File: src/rtl/riscv_div_arbiter.sv
// Two-requester arbiter in front of a shared RISC-V divider.
// Round-robin grant, opcode screening, watchdog on the divider result.
module riscv_div_arbiter #(
  parameter int WATCHDOG_CYCLES = 40
) (
  input  logic        clk_i,
  input  logic        rst_i,
  input  logic        req0_valid_i,
  input  logic [31:0] req0_opcode_i,
  input  logic [31:0] req0_dividend_i,
  input  logic [31:0] req0_divisor_i,
  output logic        req0_ready_o,
  output logic        req0_resp_valid_o,
  output logic [31:0] req0_resp_value_o,
  output logic        req0_resp_err_o,
  input  logic        req1_valid_i,
  input  logic [31:0] req1_opcode_i,
  input  logic [31:0] req1_dividend_i,
  input  logic [31:0] req1_divisor_i,
  output logic        req1_ready_o,
  output logic        req1_resp_valid_o,
  output logic [31:0] req1_resp_value_o,
  output logic        req1_resp_err_o,
  output logic [31:0] div_opcode_o,
  output logic [31:0] div_dividend_o,
  output logic [31:0] div_divisor_o,
  output logic        div_valid_o,
  input  logic        div_busy_i,
  input  logic        div_valid_i,
  input  logic [31:0] div_result_i,
  output logic        timeout_o
);

  typedef enum logic [1:0] {
    IDLE,
    ISSUE,
    WAIT,
    RESP
  } state_t;

  localparam logic [5:0] WD_LAST = 6'(WATCHDOG_CYCLES - 1);

  state_t      state_q;
  state_t      state_d;
  logic        ptr_q;
  logic        owner_q;
  logic [5:0]  cnt_q;
  logic [31:0] res_q;
  logic        err_q;
  logic        to_q;

  logic        gnt_any;
  logic        gnt_id;
  logic [31:0] sel_op;
  logic [31:0] sel_a;
  logic [31:0] sel_b;
  logic [31:0] op_mask;
  logic        legal;
  logic        expire;

  // Pick the winner; a lone requester always wins, a tie uses the pointer.
  always_comb begin
    gnt_any = (req0_valid_i | req1_valid_i) & ~div_busy_i
            & (state_q == IDLE) & ~rst_i;
    gnt_id  = ptr_q;
    if (req0_valid_i && !req1_valid_i) begin
      gnt_id = 1'b0;
    end else if (req1_valid_i && !req0_valid_i) begin
      gnt_id = 1'b1;
    end
    sel_op  = gnt_id ? req1_opcode_i   : req0_opcode_i;
    sel_a   = gnt_id ? req1_dividend_i : req0_dividend_i;
    sel_b   = gnt_id ? req1_divisor_i  : req0_divisor_i;
    op_mask = sel_op & 32'hFE00_707F;
    legal   = (op_mask == 32'h0200_4033) | (op_mask == 32'h0200_5033)
            | (op_mask == 32'h0200_6033) | (op_mask == 32'h0200_7033);
    expire  = (state_q == WAIT) & ~div_valid_i & (cnt_q == WD_LAST);
  end

  // Next-state logic; a real result always beats a watchdog expiry.
  always_comb begin
    state_d = state_q;
    unique case (state_q)
      IDLE:  if (gnt_any) state_d = legal ? ISSUE : RESP;
      ISSUE: state_d = WAIT;
      WAIT:  if (div_valid_i || expire) state_d = RESP;
      RESP:  state_d = IDLE;
      default: state_d = IDLE;
    endcase
  end

  // State, captured request, watchdog counter and response registers.
  always_ff @(posedge clk_i or posedge rst_i) begin
    if (rst_i) begin
      state_q        <= IDLE;
      ptr_q          <= 1'b0;
      owner_q        <= 1'b0;
      cnt_q          <= '0;
      res_q          <= '0;
      err_q          <= 1'b0;
      to_q           <= 1'b0;
      div_opcode_o   <= '0;
      div_dividend_o <= '0;
      div_divisor_o  <= '0;
    end else begin
      state_q <= state_d;
      to_q    <= expire;
      unique case (state_q)
        IDLE: begin
          if (gnt_any) begin
            owner_q        <= gnt_id;
            div_opcode_o   <= sel_op;
            div_dividend_o <= sel_a;
            div_divisor_o  <= sel_b;
            res_q          <= '0;
            err_q          <= ~legal;
          end
        end
        ISSUE: cnt_q <= '0;
        WAIT: begin
          cnt_q <= cnt_q + 6'd1;
          if (div_valid_i) begin
            res_q <= div_result_i;
            err_q <= 1'b0;
          end else if (expire) begin
            res_q <= '0;
            err_q <= 1'b1;
          end
        end
        RESP: ptr_q <= ~owner_q;
        default: ;
      endcase
    end
  end

  // Outputs decoded from state; responses are zero unless valid.
  always_comb begin
    req0_ready_o      = gnt_any & ~gnt_id;
    req1_ready_o      = gnt_any & gnt_id;
    div_valid_o       = (state_q == ISSUE);
    req0_resp_valid_o = (state_q == RESP) & ~owner_q;
    req1_resp_valid_o = (state_q == RESP) & owner_q;
    req0_resp_value_o = req0_resp_valid_o ? res_q : '0;
    req1_resp_value_o = req1_resp_valid_o ? res_q : '0;
    req0_resp_err_o   = req0_resp_valid_o & err_q;
    req1_resp_err_o   = req1_resp_valid_o & err_q;
    timeout_o         = to_q;
  end

endmodule

File: config.mk
export PLATFORM = sky130hd
export DESIGN_NAME = riscv_div_arbiter
export DESIGN_NICKNAME = d
export VERILOG_FILES = /design/src/rtl/riscv_div_arbiter.sv
export SDC_FILE = /design/constraint.sdc
export NUM_CORES = 1
export LEC_CHECK = 0
export ABC_AREA = 1
export BUFFER_PORTS_ARGS = -buffer_cell sky130_fd_sc_hd__buf_2
export CELL_PAD_IN_SITES_DETAIL_PLACEMENT = 1
export CELL_PAD_IN_SITES_GLOBAL_PLACEMENT = 1
export CORE_AREA = 2 2 156 158
export DETAILED_ROUTE_END_ITERATION = 16
export DIE_AREA = 0 0 158 160
export PLACE_DENSITY = 0.88
export REMOVE_ABC_BUFFERS = 1
export SLEW_MARGIN = 20
export SYNTH_ARGS = -nofsm -noshare
export SYNTH_HDL_FRONTEND = slang
export SYNTH_SLANG_ARGS = --single-unit
File: constraint.sdc
create_clock -name clk_i -period 17.38 [get_ports clk_i]
set_clock_uncertainty 0.2 [all_clocks]
set_input_delay 2.607 -clock clk_i [delete_from_list [all_inputs] [get_ports clk_i]]
set_output_delay 2.607 -clock clk_i [all_outputs]
set_load 0.01 [all_outputs]
# Word-level counts from Yosys, hierarchy flattened
# Index checks and enable logic that the tools add are counted.
dict set report totals {
  ff_bits 140
  in_bits 230
  output_inout_bits 168
  elab_cells 74
}
dict set report op_classes {
  addsub 1
  n_eq_ne 11
  muxes 20
  bitwise_logic 21
  reduce_logical 11
}
# op count
set op_table {}
lappend op_table {{32-bit two-way mux} 8}
lappend op_table {{17-bit by 11-bit == test with 1-bit output (second input constant)} 4}
lappend op_table {{32-bit case mux with 2 select lines} 1}
lappend op_table {{6-bit case mux with 2 select lines} 1}
lappend op_table {{1-bit AND} 11}
lappend op_table {{2-bit case mux with 4 select lines} 1}
lappend op_table {{6-bit by 1-bit adder with 6-bit output (second input constant)} 1}
lappend op_table {{6-bit == test (second input constant)} 1}
lappend op_table {{2-bit two-way mux} 3}
lappend op_table {{1-bit NOT} 6}
lappend op_table {{1-bit two-way mux} 5}
lappend op_table {{2-bit == test (second input constant)} 2}
lappend op_table {{1-bit bitwise OR} 4}
lappend op_table {{2-bit AND reduction} 2}
lappend op_table {{2-bit nonzero test} 2}
lappend op_table {{3-bit != test (second input constant)} 1}
lappend op_table {{3-bit AND reduction} 1}
lappend op_table {{2-bit by 1-bit == test with 1-bit output (second input constant)} 1}
lappend op_table {{1-bit logical AND} 2}
lappend op_table {{1-bit logical NOT} 2}
lappend op_table {{2-bit logical NOT} 1}
lappend op_table {{2-bit by 1-bit != test with 1-bit output (second input constant)} 1}
lappend op_table {{2-bit != test (second input constant)} 1}
lappend op_table {{1-bit case mux with 2 select lines} 1}
lappend op_table {{1-bit logical OR} 1}

# Depth between registers and ports, before layout
# Gate-level depths: netlist of run 1.
dict set report logic_depth {
  word_depth 12
  depth_mapped 12
  depth_no_buf 11
}

# Worst setup path before layout of run 1
# No wires, ideal clock.
dict set report synth_timing {
  path_kind {in2out}
  from {in rst_i}
  to {out req1_ready_o}
  arrival_time_ps 6531
  setup_slack_ps 8042
  stages 6
  cell_sequence {inv_1 > nand3_1 > inv_1 > nand2_1 > inv_2 > buf_2}
}
dict set report synth_via {
  elab_chain_len 3
}
# element line
set synth_rtl {}
lappend synth_rtl {{start: declaration} 7} ;# input logic rst_i,
lappend synth_rtl {{1-bit NOT} 64} ;# & (state_q == IDLE) & ~rst_i;
lappend synth_rtl {{1-bit AND} 64}
lappend synth_rtl {{1-bit AND} 139} ;# req1_ready_o = gnt_any & gnt_id;
lappend synth_rtl {{end: declaration} 20} ;# output logic req1_ready_o,
# No other way between the ends.

# Final worst setup path of run 1
dict set report layout_timing {
  from {in rst_i}
  to {out req0_ready_o}
}
dict set report layout_via {
  elab_chain_len 3
}
# element line
set layout_rtl {}
lappend layout_rtl {{1-bit NOT} 64}
lappend layout_rtl {{1-bit AND} 64}
lappend layout_rtl {{1-bit AND} 138} ;# req0_ready_o = gnt_any & ~gnt_id;
lappend layout_rtl {{end: declaration} 12} ;# output logic req0_ready_o,
# No other way between the ends.

==> results of run 1 <==
power groups by stage:
stage          clock network, W  registers, W  logic (W)
2_1_floorplan                 0      0.000595   0.000296
3_3_place_gp                  0      0.000548   0.000582
3_5_place_dp                  0      0.000555   0.000609
4_1_cts                0.000398      0.000551   0.000613
5_1_grt                0.000412      0.000566   0.000676
6_report               0.000390      0.000550   0.000605
registers in the layout, summed over array words and instances, names as in the netlist:
signal / cells
res_q: 32
cnt_q: 6
owner_q: 1
div_divisor_o: 32
timeout_o: 1
div_opcode_o: 32
ptr_q: 1
err_q: 1
state_q: 2
div_dividend_o: 32
worst max-delay path by stage:
stage,to,cells past startpoint
after global placement,req0_ready_o,8
after CTS,req0_ready_o,8
after global routing,req0_ready_o,8
after floorplan,req1_ready_o,5
final,req0_ready_o,8
after detailed placement,req0_ready_o,8
metrics by stage:
step / hold WS [ps] / total power [W] / util, %
after floorplan: 249 / 0.000891 / -
after global placement: 265 / 0.00113 / 37.2
after detailed placement: 274 / 0.00116 / 37.2
after CTS: 290 / 0.00156 / 39.8
after global routing: 318 / 0.00165 / 39.9
final: 283 / 0.00154 / 39.9
logic make-up after synthesis:
logic type / after synthesis / synth area share [%]
simple gates: 542 / 34.4
flops: 140 / 52.7
buf+inv: 105 / 6.97
compound gates: 56 / 4.92
fa+ha+maj: 5 / 0.942
worst max-delay path: stages:
cell     delay, ps
buf_2          120
inv_6          500
nand3_4        120
inv_1          490
nand2_1        140
inv_2           70
buf_4          710
buf_2          270
metal layers:
layer  track usage [%]  part of all wire, %  up-vias
met1              21.9                   39     3477
met5                 0                    0        -
met2              35.4                   51      283
met3              5.29                  7.0       46
met4              6.80                  2.8        0
li1                  -                    -     3431
cells in the mapped netlist:
cell type  number
o21ai_1        19
nor3b_1         2
nand3_2        10
dfrtp_1       140
nand2_2         3
a31oi_1        10
nor3_1          4
a21oi_1         5
buf_2          19
nand2_4         1
o21ai_2         8
buf_4           2
ha_1            5
inv_2           3
buf_6           5
nand3b_1        4
a21oi_2         1
o21ai_0        13
clkbuf_1       21
nor2_1         94
inv_1          55
nand2_1       305
nand3_1       119
cell type report:
cell class | instances | area, µm²
fillers | 3080 | 14300
flip-flops and latches | 140 | 3500
multi-input cells | 603 | 2700
repair buffers | 404 | 2040
clock buffers | 18 | 439
well taps | 324 | 405
inverters | 58 | 223
clock inverters | 14 | 183
diodes | 5 | 12.5
==> results.json, run 1 <==
{
  "cp-start-kind": "primary input",
  "hold_viol": 0,
  "grt_pass1_vias": 7556,
  "power.switching_w": 0.000618,
  "clock_latency_ps": 410,
  "htreeDepth": 4,
  "r2r-start": "state_q[0]",
  "ys_seq_area_share_pct": 52.7,
  "worstMarginPinSlew_ps": 1040,
  "hold_depth": 2,
  "p_leak_nw": 5.15,
  "cts_tree": "yes",
  "ctsResizeCount": 0,
  "rrSetupSlack_ps": 14280,
  "hold_path.startpoint": "div_opcode_o[4]",
  "cts_sinks": 140,
  "syn_avg_cell_area_um2": 7.83,
  "grt_pass1_wl_mm": 39.0,
  "tns_ps": 0,
  "die_y_um": 160,
  "crit_path_start": "rst_i",
  "ant_nets": 0,
  "drt_wl_total_mm": 25.4,
  "fmax_mhz": 126,
  "drive_gt1_share_pct": 37.6,
  "grt_max_degree": 93,
  "synth_warnings": 0,
  "grt_overflow": 0,
  "crit_fanout": 82,
  "finalWorstSetupSlack_ps": 9460,
  "clockBufferDepth": 2,
  "place_congestion": 0.840,
  "synth.distinct_cells": 23,
  "io_pins": 398,
  "clkPwrFrac_pct": 25.2,
  "core_mm2": 0.0238,
  "clockRootBuffer": "clkbuf_16",
  "dp.cells": 1529,
  "required_ps": 14570,
  "synth_top_area_share_pct": 52.7,
  "netlist_area_mm2": 0.00664,
  "final_common_cell": "buf_2",
  "setup_violations": 0,
  "p_comb_share_pct": 39.2,
  "cp-end-kind": "primary output",
  "cts_buffers": 17,
  "vias": 7237,
  "synthTopCellsByArea": "dfrtp_1, nand2_1, nand3_1, nor2_1, inv_1",
  "grt_usage_pct": 19.6,
  "drc": 0,
  "ys_seq_elements": 140,
  "outcome": "finished, final reports clean",
  "post-synth-top-area-cell": "dfrtp_1",
  "p_sw_share_pct": 40.0,
  "slew_violations": 0,
  "wl_per_cell_um": 16.2,
  "worstPathArrival_ps": 5120,
  "syn_to_final_growth_pct": 43.0,
  "r2r_cells": 9,
  "die_w_um": 158,
  "ctsHoldBuffers": 0,
  "power_frac_seq_pct": 35.6,
  "io_buffers": 397,
  "dpl_cell_area_mm2": 0.00887,
  "num_rows": 57,
  "antenna_found_initial": 5,
  "fp.dieArea_mm2": 0.0253,
  "post_cts_buffers": 0,
  "power.internal_w": 0.000926,
  "min_path_type": "reg -> reg",
  "min_to": "div_opcode_o[4]",
  "netlist_instances": 848,
  "dp_hpwl_mm": 19.0,
  "fin_crit_ps": 7920,
  "peakVddDrop_uv": 84.8,
  "clk_pin_slew_worst_paths_ps": 60,
  "vias_per_cell": 4.62,
  "dr.first_iter.drc_count": 339,
  "rsz0062_at_grt": "no",
  "final_cells": 1566,
  "final_cell_mix": "buf_2, nand2_1, dfrtp_1",
  "start_util_pct": 27.9,
  "nNetsFinal": 1459,
  "finalCritPeriodShare_pct": 45.6,
  "worstReg2RegEnd": "div_dividend_o[26]",
  "max_cap_violations": 0,
  "dp_slack_ps": 9440,
  "design_area_mm2": 0.00950,
  "pwr_density_cell_mw_per_mm2": 163,
  "dr.pass1.iters": 4,
  "worst-setup-path-type": "in -> out",
  "relSlewSlack_pct": 30.5
}
Power figures use the tool's default switching activity.
==> inputs of run 2 (changes only) <==
CORE_AREA = default   (was 2 2 156 158)
CORE_ASPECT_RATIO = 1.1   (was default)
CORE_UTILIZATION = 27   (was default)
DIE_AREA = default   (was 0 0 158 160)
clock period = 7.2 ns   (was 17.38 ns; I/O delays follow)
==> results.json, run 2 (synthesized netlist as in run 1, its figures left out) <==
{
  "cts_sinks": 140,
  "relSlewSlack_pct": 31.6,
  "finalWorstSetupSlack_ps": 2650,
  "crit_fanout": 82,
  "die_w_um": 152,
  "hold_viol": 0,
  "regArea_mm2": 0.00350,
  "outcome": "finished, final reports clean",
  "max_cap_violations": 0,
  "fillers": 3056,
  "final_cells": 1545,
  "clkPwrFrac_pct": 25.4,
  "peakVddDrop_uv": 186,
  "num_rows": 59,
  "grtUsageMet2_pct": 35.6,
  "ant_nets": 0,
  "grtUsageMet1_pct": 21.1,
  "worst-setup-path-type": "in -> out",
  "p_sw_share_pct": 39.2,
  "final_common_cell": "buf_2",
  "slew_violations": 0,
  "place_congestion": 0.807,
  "nNetsFinal": 1459,
  "dp_slack_ps": 2620,
  "post_cts_buffers": 0,
  "grt_pass1_wl_mm": 38.0,
  "multi_input_area_mm2": 0.00270,
  "grt_usage_pct": 19.4,
  "drc": 0,
  "clock_latency_ps": 410,
  "setup_violations": 0,
  "hold_slack_ps": 292,
  "io_buffers": 397,
  "wl_per_cell_um": 16.1,
  "grt_max_degree": 93,
  "dr.first_iter.drc_count": 192,
  "pwr_density_cell_mw_per_mm2": 393,
  "worstMarginPinSlew_ps": 1030,
  "p_comb_share_pct": 39.0,
  "p_leak_nw": 5.16,
  "cp-start-kind": "primary input",
  "antenna_found_initial": 4,
  "drive_gt1_share_pct": 37.6,
  "die_y_um": 167,
  "vias_per_cell": 4.56,
  "power.switching_w": 0.00146,
  "dr.pass1.iters": 4,
  "cp-end-kind": "primary output",
  "vias": 7042,
  "dp_hpwl_mm": 18.6,
  "worstPathArrival_ps": 3270,
  "dp.cells": 1510,
  "clockRootBuffer": "clkbuf_16",
  "busiest_layer": "met2",
  "fp.dieArea_mm2": 0.0252,
  "drt_wl_total_mm": 24.8,
  "rsz0062_at_grt": "no",
  "final_cell_mix": "buf_2, nand2_1, dfrtp_1",
  "syn_to_final_growth_pct": 42.8,
  "grt_overflow": 0,
  "power.internal_w": 0.00227,
  "clk_pin_slew_worst_paths_ps": 50,
  "met3_usage_pct": 5.48,
  "grt_pass1_vias": 7394,
  "ctsResizeCount": 0,
  "clockBufferDepth": 2,
  "cts_tree": "yes",
  "core_mm2": 0.0239,
  "start_util_pct": 27.8,
  "fin_crit_ps": 4550,
  "min_path_type": "reg -> reg",
  "ctsHoldBuffers": 0,
  "fmax_mhz": 220,
  "io_pins": 398,
  "power_frac_seq_pct": 35.6,
  "htreeDepth": 4,
  "required_ps": 5920,
  "cts_buffers": 17,
  "finalCritPeriodShare_pct": 63.2
}
## run 2: cell count changes in the layout (fill, tap and decap cells not counted), sizes merged
cell / previous run / this run
diode: 5 / 3
inv: 62 / 60
bufinv: 3 / 4
clkbuf: 18 / 19
## run 2: critical path, stage by stage
cell	delay, ps
buf_2	120
inv_6	250
nand3_4	100
inv_1	480
nand2_1	130
inv_2	70
buf_4	640
buf_2	270
## run 2: final timing paths
kind | depth (start not counted) | slack, ps | endpoint | from
min reg2reg | 2 | 290 | div_opcode_o[6] | div_opcode_o[6]
max | 8 | 2650 | req0_ready_o | rst_i
max reg2reg | 9 | 4250 | div_divisor_o[16] | state_q[0]
min | 2 | 290 | div_opcode_o[6] | div_opcode_o[6]
max in group asynchronous | 3 | 5200 | cnt_q[3] | rst_i
min in group asynchronous | 2 | 440 | div_divisor_o[17] | rst_i
## run 2: area by class of cell
type / count / share of cell area [%]
clock inverter: 13 / 1.99
tap: 305 / 4.02
clock buffer: 19 / 4.67
inverter: 58 / 2.35
antenna: 3 / 0.0791
multi-input combinational: 603 / 28.5
sequential: 140 / 36.9
timing repair buffer: 404 / 21.5
## run 2: power by group through the flow
| stage | clock network [W] | registers, W | logic (W) |
|---|---|---|---|
| after global placement | 0 | 0.00131 | 0.00141 |
| after floorplan | 0 | 0.00144 | 0.000715 |
| after global routing | 0.00101 | 0.00137 | 0.00164 |
| after CTS | 0.000977 | 0.00133 | 0.00148 |
| after detailed placement | 0 | 0.00134 | 0.00147 |
| final | 0.000948 | 0.00132 | 0.00145 |
## run 2: routing by layer
layer / share of wire (%) / wire (µm)
met1: 39 / 9580
met2: 51 / 12700
met3: 8.2 / 2030
met4: 2.3 / 563
met5: 0.048 / 12
## run 2: metrics by stage
step	power (W)	area [µm²]	util, %	setup TNS, ps
floorplan	0.00215	6400	-	-236060
global placement	0.00272	8840	37.0	0
detailed placement	0.00281	8840	37.0	0
CTS	0.00378	9480	39.6	0
global route	0.00401	9490	39.7	0
finish	0.00372	9490	39.7	0
